File: config.mk
export PLATFORM = sky130hd
export DESIGN_NAME = tone_i2s_driver
export DESIGN_NICKNAME = d
export VERILOG_FILES = /design/src/rtl/tone_i2s_driver.sv
export SDC_FILE = /design/constraint.sdc
export NUM_CORES = 1
export LEC_CHECK = 0
export ABC_AREA = 0
export CAP_MARGIN = 20
export CORE_MARGIN = 2
export CORE_UTILIZATION = 56
export DETAILED_ROUTE_END_ITERATION = 10
export PLACE_DENSITY = 0.8
export RECOVER_POWER = 50
export SYNTH_ARGS = -nofsm -noshare
export SYNTH_HDL_FRONTEND = slang
export SYNTH_SLANG_ARGS = --single-unit
File: constraint.sdc
create_clock -name clk -period 4.5 [get_ports clk]
set_clock_uncertainty 0.2 [all_clocks]
set_input_delay 1.125 -clock clk [delete_from_list [all_inputs] [get_ports clk]]
set_output_delay 1.125 -clock clk [all_outputs]
set_load 0.05 [all_outputs]
File: src/rtl/tone_i2s_driver.sv
// tone_i2s_driver: converts stereo tone words (Hz) into +/-AMP square-wave
// samples and serializes them to a Pmod I2S DAC in left-justified format.
// Optional build macro: VOLUME_EN adds a 3-bit volume input.
module tone_i2s_driver #(
    parameter int unsigned CLK_HZ     = 100000000,
    parameter int unsigned SIL_THRESH = 20000,
    parameter logic [15:0] AMP        = 16'h2000
) (
    input  logic        clk,
    input  logic        rst,
    input  logic [31:0] toneL,
    input  logic [31:0] toneR,
`ifdef VOLUME_EN
    input  logic [2:0]  volume,
`endif
    output logic        audio_mclk,
    output logic        audio_lrck,
    output logic        audio_sck,
    output logic        audio_sdin,
    output logic        busy
);

    typedef enum logic [1:0] {IDLE, DIV_L, DIV_R} state_t;

    state_t      r_state;
    logic [8:0]  r_fc;
    logic        r_busy, r_force, r_sdin;
    logic [31:0] r_lastL, r_lastR, r_halfL, r_halfR;
    logic [32:0] r_rem, r_div;
    logic [31:0] r_quo;
    logic [5:0]  r_cnt;
    logic [31:0] r_phL, r_phR;
    logic        r_polL, r_polR;
    logic [15:0] r_shL, r_shR;

    logic [33:0] w_rem_sh;
    logic        w_ge;
    logic [32:0] w_rem_nx;
    logic [31:0] w_quo_nx;
    logic        w_silL, w_silR;
    logic [15:0] w_amp, w_smpL, w_smpR, w_srcL, w_srcR;
    logic [8:0]  w_fc_nx;

    // one restoring-division step: shift in the next dividend bit, subtract if it fits
    always_comb begin
        w_rem_sh = {r_rem, r_quo[31]};
        w_ge     = (w_rem_sh >= {1'b0, r_div});
        w_rem_nx = w_ge ? 33'(w_rem_sh - {1'b0, r_div}) : w_rem_sh[32:0];
        w_quo_nx = {r_quo[30:0], w_ge};
        w_silL   = (r_lastL == 32'd0) || (r_lastL >= SIL_THRESH);
        w_silR   = (r_lastR == 32'd0) || (r_lastR >= SIL_THRESH);
    end

    // sample generation with optional volume scaling
    always_comb begin
`ifdef VOLUME_EN
        w_amp = (volume == 3'd0) ? '0 : (AMP >> (3'd7 - volume));
`else
        w_amp = AMP;
`endif
        w_smpL  = (r_halfL == 32'd0) ? '0 : (r_polL ? w_amp : -w_amp);
        w_smpR  = (r_halfR == 32'd0) ? '0 : (r_polR ? w_amp : -w_amp);
        w_fc_nx = r_fc + 9'd1;
        // at the frame boundary the shadows are loading this very edge, so bypass them
        w_srcL  = (r_fc == 9'd511) ? w_smpL : r_shL;
        w_srcR  = (r_fc == 9'd511) ? w_smpR : r_shR;
    end

    // divider FSM: recompute both half-periods whenever a tone changes
    always_ff @(posedge clk) begin
        if (rst) begin
            r_state <= IDLE;
            r_busy  <= 1'b0;
            r_force <= 1'b1;
            r_lastL <= '0;
            r_lastR <= '0;
            r_halfL <= '0;
            r_halfR <= '0;
            r_rem   <= '0;
            r_div   <= '0;
            r_quo   <= '0;
            r_cnt   <= '0;
        end else begin
            case (r_state)
                IDLE: begin
                    if (r_force || (toneL != r_lastL) || (toneR != r_lastR)) begin
                        r_lastL <= toneL;
                        r_lastR <= toneR;
                        r_force <= 1'b0;
                        r_rem   <= '0;
                        r_quo   <= 32'(CLK_HZ);
                        r_div   <= {toneL, 1'b0};
                        r_cnt   <= '0;
                        r_state <= DIV_L;
                        r_busy  <= 1'b1;
                    end
                end
                DIV_L: begin
                    if (w_silL || r_cnt == 6'd32) begin
                        r_halfL <= w_silL ? '0 : r_quo;
                        r_rem   <= '0;
                        r_quo   <= 32'(CLK_HZ);
                        r_div   <= {r_lastR, 1'b0};
                        r_cnt   <= '0;
                        r_state <= DIV_R;
                    end else begin
                        r_rem <= w_rem_nx;
                        r_quo <= w_quo_nx;
                        r_cnt <= r_cnt + 6'd1;
                    end
                end
                DIV_R: begin
                    if (w_silR || r_cnt == 6'd32) begin
                        r_halfR <= w_silR ? '0 : r_quo;
                        r_state <= IDLE;
                        r_busy  <= 1'b0;
                    end else begin
                        r_rem <= w_rem_nx;
                        r_quo <= w_quo_nx;
                        r_cnt <= r_cnt + 6'd1;
                    end
                end
                default: begin
                    r_state <= IDLE;
                    r_busy  <= 1'b0;
                end
            endcase
        end
    end

    // square-wave phase counters; >= compare lets a shrinking half-period apply at once
    always_ff @(posedge clk) begin
        if (rst || r_halfL == 32'd0) begin
            r_phL  <= '0;
            r_polL <= 1'b0;
        end else if (({1'b0, r_phL} + 33'd1) >= {1'b0, r_halfL}) begin
            r_phL  <= '0;
            r_polL <= ~r_polL;
        end else begin
            r_phL <= r_phL + 32'd1;
        end
        if (rst || r_halfR == 32'd0) begin
            r_phR  <= '0;
            r_polR <= 1'b0;
        end else if (({1'b0, r_phR} + 33'd1) >= {1'b0, r_halfR}) begin
            r_phR  <= '0;
            r_polR <= ~r_polR;
        end else begin
            r_phR <= r_phR + 32'd1;
        end
    end

    // frame counter, shadow capture and serial data launch on the sck falling edge
    always_ff @(posedge clk) begin
        if (rst) begin
            r_fc   <= '0;
            r_shL  <= '0;
            r_shR  <= '0;
            r_sdin <= 1'b0;
        end else begin
            r_fc <= w_fc_nx;
            if (r_fc == 9'd511) begin
                r_shL <= w_smpL;
                r_shR <= w_smpR;
            end
            if (r_fc[3:0] == 4'd15)
                r_sdin <= w_fc_nx[8] ? w_srcR[~w_fc_nx[7:4]] : w_srcL[~w_fc_nx[7:4]];
        end
    end

    assign audio_mclk = r_fc[1];
    assign audio_sck  = r_fc[3];
    assign audio_lrck = r_fc[8];
    assign audio_sdin = r_sdin;
    assign busy       = r_busy;

endmodule

==> results.tsv <==
stage	metric	value	unit
sta	fmaxAchievable	231	MHz
yosys	ys.flop_type	dfxtp_1	
worst_hold_path	hp-start	r_shR[10]$_SDFF_PP0_	
yosys	synthArstFlopShare	0	%
die	coreArea	31600	µm²
critical_path	crit_type	register to register	
cts	cts_sinks	343	
place	hpwl	32.2	mm
cells_and_area	drive_gt1_share	5.12	%
sta	hold_viol	0	
detailed_routing	dr.pass1.iters	5	
detailed_routing	vias	15600	
sta	fin_crit	4.33	ns
place	gp_congestion	0.966	
yosys	synthesis.nets	2324	
detailed_routing	ant_nets	0	
yosys	avgSynthCellArea	8.37	µm²
critical_path	r2r_start	r_phL[2]$_SDFF_PP0_	
sta	worst_slack	0.168	ns
global_routing	grt_pass1_vias	14800	
yosys	synthesis.area	18000	µm²
critical_path	cp.required	4.64	ns
cells_and_area	final_area	20300	µm²
detailed_routing	wire_per_inst	17.2	µm
place	placed_cell_area	19100	µm²
die	dieArea	33600	µm²
cts	clockRootBuffer	clkbuf_16	
cells_and_area	fill_cells	2534	
yosys	ys_warn_count	0	
die	initial_core_util	56.9	%
cts	insertion_delay	0.53	ns
global_routing	grt_max_degree	86	
power	ir_drop	0.297	mV
cells_and_area	final_cells	2609	
sta	setup_violations	0	
cells_and_area	nets	2355	
cts	cts_tree	yes	
run	drv_cap	2	
sta	setup-tns-final	0	ns
power	power_density	369	nW/µm²
yosys	yosysSeqAreaShare	38.1	%
global_routing	antenna_found_initial	0	
cts	cts.path.max_buffers	3	
global_routing	grt_util_all_layers	26.4	%
yosys	synth_cell_types	64	
sta	relSlewSlack	-22.2	%
power	power	7.48	mW
cts	htree_levels	2	
critical_path	arrival	4.47	ns
critical_path	cp-start-kind	register	
status	violations	max-capacitance violations, max-slew violations	
place	post-place-ws	0.109	ns
cts	clkTransAtPathRegs	0.06	ns
cells_and_area	post-route-util	64.2	%
place	place_inst	2543	
cts	numCtsBuffers	36	
cells_and_area	layout.cells.most_common	dfxtp_1	
sta	worstMarginPinSlew	1.83	ns
cells_and_area	final-seq-area	6870	µm²
yosys	synth.ff_latch_count	343	
detailed_routing	drt_wl_total	44.9	mm
sta	hold-worst-slack	0.252	ns
yosys	syn_inst	2151	
cells_and_area	syn_to_final_growth	12.7	%
detailed_routing	drt_first_iter_violations	1259	
cells_and_area	diodes	0	
power	power.leakage	8.27	nW
place	portBuffers	70	
sta	drv_slew	165	
cts	holdBufCountCts	0	
worst_hold_path	min-delay-path-class	register to register	
die	dieHeight	183	µm
sta	fin_crit_sh	96.3	%
die	io_pins	71	
yosys	synth_edf_count	0	
critical_path	cp_max_fo	22	
detailed_routing	drc	0	
die	rows	65	
global_routing	grt_overflow	0	
detailed_routing	viasPerCell	5.97	
global_routing	grt_pass1_wl	73.8	mm
critical_path	startpoint	r_phL[2]$_SDFF_PP0_	
status	outcome	finished with violations	
critical_path	end_kind	register	
cells_and_area	multiInputGateArea	10200	µm²
cells_and_area	layout_common_cells	dfxtp_1, nor2_1, a21oi_1	
die	die_w	183	µm
[cells by family (layout without fill, tap and decap cells)]
| logic type | after synthesis | after routing | share of synthesized area, % |
|---|---|---|---|
| muxes | 103 | 103 | 6.21 |
| adders and majority gates | 107 | 107 | 7.48 |
| AOI/OAI and AO/OA | 421 | 421 | 14.6 |
| and+or+nand+nor | 799 | 799 | 22.0 |
| buffers and inverters | 246 | 302 | 5.20 |
| DFF | 343 | 343 | 38.1 |
| xor gates and xnor gates | 132 | 132 | 6.42 |
[final timing paths]
kind                     endpoint  slack [ns]  cells past startpoint
max           r_polL$_SDFFE_PP0P_        0.17                     17
max reg2reg   r_polL$_SDFFE_PP0P_        0.17                     17
min          r_shR[10]$_SDFF_PP0_        0.25                      1
min reg2reg  r_shR[10]$_SDFF_PP0_        0.25                      1
[state kept, by name, indices dropped and copies added (netlist names), 2 cells and up]
signal and flops:
r_rem 33, r_div 32, r_halfL 32, r_halfR 32
r_lastL 32, r_lastR 32, r_phL 32, r_phR 32
r_quo 32, r_shL 16, r_shR 16, r_fc 9
r_cnt 6, r_state 2
[power by group]
| part | leakage, nW | total (mW) | internal, mW | switching [mW] |
|---|---|---|---|---|
| registers | 2.79 | 3.31 | 3.17 | 0.140 |
| clock network | 0.583 | 2.98 | 1.77 | 1.21 |
| logic | 4.90 | 1.19 | 0.473 | 0.714 |
| total | 8.27 | 7.48 | 5.41 | 2.07 |
[layout make-up]
| cell class | count | area share [%] |
|---|---|---|
| tap | 402 | 2.48 |
| sequential | 343 | 33.8 |
| timing repair buffer | 106 | 4.96 |
| clock inverter | 8 | 0.536 |
| multi-input combinational | 1562 | 50.4 |
| clock buffer | 55 | 5.29 |
| inverter | 133 | 2.46 |
[cell usage after synthesis, drive strengths merged, types with 7 or more instances]
library cell / number / share of area, %
mux2i: 96 / 5.3
inv: 133 / 2.8
dfxtp: 343 / 38
a21o: 38 / 1.6
nand4: 43 / 1.5
nor2: 193 / 4.0
a22oi: 12 / 0.50
nand3: 128 / 3.6
mux4: 7 / 0.88
a31oi: 7 / 0.24
o22ai: 10 / 0.35
nor4: 50 / 1.9
and3: 46 / 1.6
clkbuf: 94 / 2.0
xnor2: 62 / 3.0
buf: 19 / 0.47
a211oi: 59 / 2.5
o21ai: 64 / 1.8
nor3: 17 / 0.47
ha: 106 / 7.4
nor2b: 71 / 2.5
nand2: 175 / 3.6
and4: 13 / 0.63
nand2b: 12 / 0.42
a21oi: 177 / 4.9
a2111oi: 7 / 0.34
and2: 34 / 1.2
xor2: 70 / 3.4
[metal layers]
metal	track usage, %	routed length, µm	vias up
met1	36.7	20600	7342
met4	7.78	1160	0
li1	-	-	7588
met5	0	0	-
met2	42.7	20600	548
met3	3.85	2600	100
[critical path: stages (launching register included)]
cell	delay (ns)
dfxtp_1	0.40
and4_1	0.26
and3_1	0.18
nor2b_1	0.20
and4_2	0.33
nand3_2	0.14
nor2_1	0.15
xnor2_1	0.17
ha_1	0.30
a21o_1	0.16
a21o_1	0.17
a211o_1	0.32
a2111oi_2	0.28
a21oi_1	0.13
a311oi_2	0.33
buf_12	0.20
xor2_1	0.17
nor3_1	0.07
[repair_timing]
item                                    4_1_cts  5_1_grt
endpoints found under the setup margin        0       65
endpoints found under the hold margin         0        0
gates resized for setup                       0        7
setup buffers                                 0        1
(Power assumes the default switching activity.)
